File: src/rtl/pipe_stage_pkg.sv
// Shared types and constants for the generic pipeline stage register.
// State encoding doubles as the occupancy count reported on o_occ.
package pipe_stage_pkg;

  localparam int OCC_W = 2;

  // Building block for the default "safe" control value (all control bits deasserted).
  localparam logic CTRL_SAFE_BIT = 1'b0;

  typedef enum logic [1:0] {
    ST_EMPTY = 2'd0,
    ST_ONE   = 2'd1,
    ST_TWO   = 2'd2
  } state_e;

  function automatic logic [OCC_W-1:0] occ_of(input state_e s);
    logic [OCC_W-1:0] occ;
    case (s)
      ST_EMPTY: occ = 2'd0;
      ST_ONE:   occ = 2'd1;
      ST_TWO:   occ = 2'd2;
      default:  occ = 2'd0;
    endcase
    return occ;
  endfunction

endpackage

File: src/rtl/pipe_stage_slot.sv
// One data+control holding register with load enable and a synchronous
// clear that forces only the control field to its safe value.
module pipe_stage_slot
  import pipe_stage_pkg::*;
#(
  parameter int                DATA_W    = 32,
  parameter int                CTRL_W    = 8,
  parameter logic [CTRL_W-1:0] CTRL_SAFE = {CTRL_W{CTRL_SAFE_BIT}}
) (
  input  logic              clk,
  input  logic              rst,
  input  logic              clr_i,
  input  logic              ld_i,
  input  logic [DATA_W-1:0] data_i,
  input  logic [CTRL_W-1:0] ctrl_i,
  output logic [DATA_W-1:0] data_o,
  output logic [CTRL_W-1:0] ctrl_o
);

  logic [DATA_W-1:0] data_q;
  logic [CTRL_W-1:0] ctrl_q;

  // Clear beats load so a discarded entry can never leave live control bits behind.
  always_ff @(posedge clk) begin
    if (rst) begin
      data_q <= {DATA_W{1'b0}};
      ctrl_q <= CTRL_SAFE;
    end else if (clr_i) begin
      data_q <= data_q;
      ctrl_q <= CTRL_SAFE;
    end else if (ld_i) begin
      data_q <= data_i;
      ctrl_q <= ctrl_i;
    end else begin
      data_q <= data_q;
      ctrl_q <= ctrl_q;
    end
  end

  assign data_o = data_q;
  assign ctrl_o = ctrl_q;

endmodule

File: src/rtl/pipe_stage_reg.sv
// Valid/ready pipeline stage register with stall and flush; control is forced safe when empty.
// Define PIPE_STAGE_SKID_EN to add a skid slot that removes the i_ready->o_ready path.
module pipe_stage_reg
  import pipe_stage_pkg::*;
#(
  parameter int                DATA_W    = 32,
  parameter int                CTRL_W    = 8,
  parameter logic [CTRL_W-1:0] CTRL_SAFE = {CTRL_W{CTRL_SAFE_BIT}}
) (
  input  logic              clk,
  input  logic              rst,
  input  logic              i_valid,
  output logic              o_ready,
  input  logic [DATA_W-1:0] i_data,
  input  logic [CTRL_W-1:0] i_ctrl,
  output logic              o_valid,
  input  logic              i_ready,
  output logic [DATA_W-1:0] o_data,
  output logic [CTRL_W-1:0] o_ctrl,
  input  logic              i_flush,
  output logic [OCC_W-1:0]  o_occ
);

  state_e            state_q;
  state_e            state_d;
  logic              in_xfer_s;
  logic              out_xfer_s;
  logic              ld_main_s;
  logic              clr_main_s;
  logic [DATA_W-1:0] main_data_d;
  logic [CTRL_W-1:0] main_ctrl_d;
`ifdef PIPE_STAGE_SKID_EN
  logic              ld_skid_s;
  logic [DATA_W-1:0] skid_data_q;
  logic [CTRL_W-1:0] skid_ctrl_q;
`endif

  assign o_valid = (state_q != ST_EMPTY);
  assign o_occ   = occ_of(state_q);
`ifdef PIPE_STAGE_SKID_EN
  assign o_ready = ~rst & (state_q != ST_TWO);
`else
  assign o_ready = ~rst & ((state_q == ST_EMPTY) | i_ready);
`endif
  assign in_xfer_s  = i_valid & o_ready;
  assign out_xfer_s = o_valid & i_ready;
  // Any path to EMPTY (drain, flush, reset) parks the head control at its safe value.
  assign clr_main_s = (state_d == ST_EMPTY);

  // Next-state and slot load decode.
  always_comb begin
    state_d     = state_q;
    ld_main_s   = 1'b0;
    main_data_d = i_data;
    main_ctrl_d = i_ctrl;
`ifdef PIPE_STAGE_SKID_EN
    ld_skid_s   = 1'b0;
`endif
    if (rst | i_flush) begin
      state_d = ST_EMPTY;
    end else begin
      case (state_q)
        ST_EMPTY: begin
          if (in_xfer_s) begin
            state_d   = ST_ONE;
            ld_main_s = 1'b1;
          end else begin
            state_d = ST_EMPTY;
          end
        end
        ST_ONE: begin
          if (in_xfer_s & out_xfer_s) begin
            state_d   = ST_ONE;
            ld_main_s = 1'b1;
          end else if (out_xfer_s) begin
            state_d = ST_EMPTY;
`ifdef PIPE_STAGE_SKID_EN
          end else if (in_xfer_s) begin
            state_d   = ST_TWO;
            ld_skid_s = 1'b1;
`endif
          end else begin
            state_d = ST_ONE;
          end
        end
        ST_TWO: begin
`ifdef PIPE_STAGE_SKID_EN
          if (out_xfer_s) begin
            state_d     = ST_ONE;
            ld_main_s   = 1'b1;
            main_data_d = skid_data_q;
            main_ctrl_d = skid_ctrl_q;
          end else begin
            state_d = ST_TWO;
          end
`else
          state_d = ST_EMPTY;
`endif
        end
        default: state_d = ST_EMPTY;
      endcase
    end
  end

  // Occupancy state register.
  always_ff @(posedge clk) begin
    if (rst) begin
      state_q <= ST_EMPTY;
    end else begin
      state_q <= state_d;
    end
  end

  pipe_stage_slot #(
    .DATA_W   (DATA_W),
    .CTRL_W   (CTRL_W),
    .CTRL_SAFE(CTRL_SAFE)
  ) u_main (
    .clk   (clk),
    .rst   (rst),
    .clr_i (clr_main_s),
    .ld_i  (ld_main_s),
    .data_i(main_data_d),
    .ctrl_i(main_ctrl_d),
    .data_o(o_data),
    .ctrl_o(o_ctrl)
  );

`ifdef PIPE_STAGE_SKID_EN
  pipe_stage_slot #(
    .DATA_W   (DATA_W),
    .CTRL_W   (CTRL_W),
    .CTRL_SAFE(CTRL_SAFE)
  ) u_skid (
    .clk   (clk),
    .rst   (rst),
    .clr_i (i_flush),
    .ld_i  (ld_skid_s),
    .data_i(i_data),
    .ctrl_i(i_ctrl),
    .data_o(skid_data_q),
    .ctrl_o(skid_ctrl_q)
  );
`endif

endmodule

File: config.mk
export PLATFORM = sky130hd
export DESIGN_NAME = pipe_stage_reg
export DESIGN_NICKNAME = d
export VERILOG_FILES = /design/src/rtl/pipe_stage_pkg.sv /design/src/rtl/pipe_stage_slot.sv /design/src/rtl/pipe_stage_reg.sv
export SDC_FILE = /design/constraint.sdc
export NUM_CORES = 1
export LEC_CHECK = 0
export ABC_AREA = 1
export CAP_MARGIN = 20
export CORE_MARGIN = 5
export CORE_UTILIZATION = 38
export CTS_BUF_LIST = sky130_fd_sc_hd__clkbuf_4 sky130_fd_sc_hd__clkbuf_8 sky130_fd_sc_hd__clkbuf_16
export DETAILED_ROUTE_END_ITERATION = 8
export GPL_TIMING_DRIVEN = 0
export PLACE_DENSITY = 0.78
export SYNTH_ARGS = -nofsm -noshare
export SYNTH_HDL_FRONTEND = slang
export SYNTH_SLANG_ARGS = --single-unit
export TNS_END_PERCENT = 30
File: constraint.sdc
create_clock -name clk -period 1.2 [get_ports clk]
set_input_delay 0.36 -clock clk [delete_from_list [all_inputs] [get_ports clk]]
set_output_delay 0.36 -clock clk [all_outputs]
set_load 0.02 [all_outputs]
# == Yosys cells after proc, flatten, opt, wreduce, memory -nomap -nowiden ==
# Cells that the tools add are included.
# word_totals
reg_bits,42
output_inout_bits,44
# op_classes
n_eq_ne,2
mux,10
reduce_logical,5
bitwise,8
# ops
cell,n
case mux 2 bit (2 select lines),2
two-way mux 1 bit,6
AND 1 bit,4
zero test 2 bit,2
"equality test 2 x 1 -> 1 bit, second input constant",1
"equality test 2 bit, second input constant",1
two-way mux 2 bit,1
inverter 1 bit,2
bitwise OR 1 bit,2
case mux 1 bit (2 select lines),1
AND reduction 2 bit,1
nonzero test 2 bit,1
OR reduction 2 bit,1

# == Longest topological paths before layout ==
# logic_depth
word_depth,11
mapped_depth,7
mapped_depth_nobuf,7

# == Hierarchy ==
# Synthesis repeated with hierarchy kept, for this count alone.
# unflattened
cells_unflattened,260
hier_area_um2,1747.9
# by_module_without_submodules
mod,seq_area_each_um2,instances,cells_per_inst,area_per_inst_um2
pipe_stage_slot,800.8,1,243,1644.1
pipe_stage_reg,20.0,1,17,103.8

# == Worst setup path before layout ==
# Ideal clock, no wire load.
# synth_path
kind,register to register
startpoint,register state_q[0]
endpoint,register u_main.ctrl_q[0] (netlist: u_main.ctrl_o[0])
n_path_buf,1
arrival_ns,1.115
required_ns,1.087
slack_ns,-0.028
setup_ns,0.113
path_stages_with_launch,6
path_cell_list,dfxtp_1 > nand2_2 > clkbuf_1 > or2_2 > nand2_1 > nor2_1
# synth_via
elab_chain_len,10
word_cells_on_any_way,19
classes_between,eq/ne: 1; mux: 9; bitwise: 5; reduce/logical: 4
# synth_rtl
item,line,text
"start, declared",pipe_stage_reg.sv:24,state_e state_q;
"start signal, assigned",pipe_stage_reg.sv:110,state_q <= state_d;
zero test 2 bit,"pipe_stage_reg.sv:43, pipe_stage_reg.sv:62",
bitwise OR 1 bit,pipe_stage_reg.sv:43,assign o_ready = ~rst & ((state_q == ST_EMPTY) | i_ready);
AND 1 bit,pipe_stage_reg.sv:43,
AND 1 bit,pipe_stage_reg.sv:45,assign in_xfer_s = i_valid & o_ready;
AND 1 bit,pipe_stage_reg.sv:72,if (in_xfer_s & out_xfer_s) begin
two-way mux 1 bit,pipe_stage_reg.sv:72,
case mux 2 bit (2 select lines),pipe_stage_reg.sv:62,case (state_q)
two-way mux 2 bit,pipe_stage_reg.sv:59,if (rst | i_flush) begin
zero test 2 bit,pipe_stage_reg.sv:48,assign clr_main_s = (state_d == ST_EMPTY);
OR reduction 2 bit (no source line),n/a,
"end signal, assigned",pipe_stage_slot.sv:33,ctrl_q <= ctrl_i;
"end signal, assigned",pipe_stage_slot.sv:36,ctrl_q <= ctrl_q;
"end, declared",pipe_stage_slot.sv:21,logic [CTRL_W-1:0] ctrl_q;
# Several ways; a longest one is shown, not always the timed one.
# A chain may end at the register's enable or synchronous reset.

# == Worst setup path after layout ==
# layout_path
startpoint,register state_q[0]
endpoint,output o_ready
# layout_via
elab_chain_len,3
# layout_rtl
item,line,text
zero test 2 bit,pipe_stage_reg.sv:43,
bitwise OR 1 bit,pipe_stage_reg.sv:43,
AND 1 bit,pipe_stage_reg.sv:43,
"end, declared",pipe_stage_reg.sv:13,"output logic o_ready,"
# No other way between the ends.

==> impl_results.md <==
* Status: finished, violations left
* Failing checks: setup timing
* Final worst setup slack at -137 ps
* Final hold viol count at 0
* Starting density of the core at 39.5%
* MaxCap Viol Count at 0
* PD cells at 1010 mW/mm²
* Int Pwr at 2.23 mW
* First-pass DRT Iterations at 4
* H-tree depth at 2
* Cell Rows at 26
* Hold_ws at 476 ps
* Clock root cell: clkbuf_8
* Net Sw Power at 0.837 mW
* CTS Buf Count at 5
* Most common cell after layout, fill and taps aside: inv_1
* WS Path Type: reg2out
* Max Buffers Root-to-Sink at 2
* Core Area at 0.00517 mm²
* WL final at 5350 µm
* Max Slew Vio Count at 0
* Multi-input logic area at 769 µm²
* CTS tree: done
* CTS Hold Buffers Added at 0
* Largest net degree at the start of global routing at 12
* Gr ovfl total at 0
* Comb power frac at 22.4%
* Routed vias/inst at 4.18
* Number of global-route vias before repair at 2075
* Initial antenna violation count at 0
* Final worst-path cycle share at 111%
* Worst-path fanout max at 3
* Clk_skew at 2.05 ps
* Clock Power Share at 30.1%
* Final #Nets at 478
* Synth warn at 0
* Die Area at 0.00694 mm²
* Startpoint types: flop
* RSZ-0062 raised after global routing: true
* Post-Syn Area at 0.00204 mm²
* Syn Inst Count at 331
* Reg power frac at 47.6%
* Fraction of layout cells with a size suffix above 1 at 21.0%
* Clock-pin transition on the worst setup and hold timing paths at 70 ps
* Gr usage total at 15.7%
* Die H at 83.3 µm
* Leak at 1.73 nW
* N_diodes at 0
* Average wire per standard cell at 10.6 µm
* FF+latch area at 825 µm²
* GP Congestion at 0.771
* Antenna-violating nets left at 0
* CTS sink count at 41
* Net Sw Frac at 27.3%
* DR iter-0 viols at 41
* Crit end category: output port
* Syn nets at 376
* Data required, critical path at 840 ps
* Syn avg cell area at 6.17 µm²
* Distinct cells, synth at 15
* Fmax at 748 MHz
* Boundary Pins at 89
* Commonest non-fill, non-tap cells in the layout: inv_1 (100), nand2_1 (75), nor2_1 (45), buf_2 (43)
* Fillers at 538
* Sequential fraction of the synthesis area at 40.2%
* Synthesized flop and latch total at 41
* Min Tclk post-route at 1340 ps
* Skew-Pair Late Insertion Delay at 290 ps
* DRC at 0
* Setup TNS at -413 ps
* Max IR drop VDD at 0.458 mV
* Die Wd at 83.3 µm
* First-pass GRT wire length at 9190 µm
* Via Count at 2103
* Port Buf Inserts at 86
* Area growth, synth to finish at 49.4%
* HP Class: in2reg
* Detail Placement HPWL at 3790 µm
* Critical path data arrival time at 980 ps
* Final setup vio count at 7
[Yosys cell counts]
master	number	share of area [%]
inv_1	102	19
nand2_1	76	14
nor2_1	48	8.8
dfxtp_1	41	40
nand4_1	33	10
buf_1	8	1.5
buf_2	8	2.0
or2_2	6	1.8
buf_4	2	0.73
clkbuf_1	2	0.37
conb_1	1	0.18
nand2_2	1	0.31
nand3_2	1	0.49
nor2_4	1	0.55
or2_1	1	0.31
[critical path, stage by stage (launching register included)]
cell and delay (ps):
dfxtp_4 360, nand2_4 60, inv_2 40, nor2_2 100, buf_6 130
[power groups by stage]
stage	combinational [mW]	clock [mW]	sequential, mW
2_1_floorplan	0.269	0	1.58
3_3_place_gp	0.693	0	1.49
3_5_place_dp	0.698	0	1.50
4_1_cts	0.677	0.956	1.46
5_1_grt	0.772	1.01	1.47
6_report	0.686	0.923	1.46
[flip-flops by register name, summed over array words and instances, names as in the netlist]
name           cells
u_main.data_o     32
state_q            1
u_main.ctrl_o      8
[what timing repair did]
action	in CTS	in global routing
buffers inserted	6	0
gates resized for setup	200	18
gates cloned	1	2
setup endpoints to repair	84	44
pin swaps	4	3
[stage by stage]
stage	instance area (µm²)	setup slack [ps]	power [mW]	instances	utilization, %
after floorplan	2040	24.9	1.85	331	-
after global placement	2990	-941	2.19	487	57.9
after detailed placement	2990	-917	2.20	487	57.9
after CTS	3010	-128	3.10	501	58.2
after global routing	3050	-192	3.25	503	59.0
final	3050	-137	3.07	503	59.0
[cell type report]
type,count,share of cell area [%]
inverters,102,12.5
clock buffers,7,2.95
flip-flops and latches,41,27.0
multi-input cells,168,25.2
plain buffers,20,5.04
repair buffers,95,24.4
well taps,70,2.87
[per-layer routing]
| metal | GRT usage (%) | routed length [µm] | vias to the layer above |
|---|---|---|---|
| met5 | 0 | 0 | - |
| met4 | 3.12 | 38 | 0 |
| met3 | 6.63 | 457 | 5 |
| met2 | 27.2 | 2530 | 52 |
| met1 | 18.0 | 2330 | 903 |
| li1 | - | - | 1143 |
[worst paths after layout]
kind                     start                end  slack, ps  cells after the start
min                        rst  u_main.data_o[14]        480                      4
min reg2reg  u_main.data_o[30]  u_main.data_o[30]        510                      4
max                 state_q[0]            o_ready       -140                      4
max reg2reg         state_q[0]   u_main.ctrl_o[7]        -50                      6
[cell families (layout without fill, tap and decap cells)]
| logic type | Yosys count | count (layout) | synth area share [%] |
|---|---|---|---|
| buf+inv | 122 | 224 | 23.3 |
| flops | 41 | 41 | 40.2 |
| other cells | 1 | 1 | 0.184 |
| simple gates | 167 | 167 | 36.4 |
Note: power is estimated with default switching activity, not from simulation.
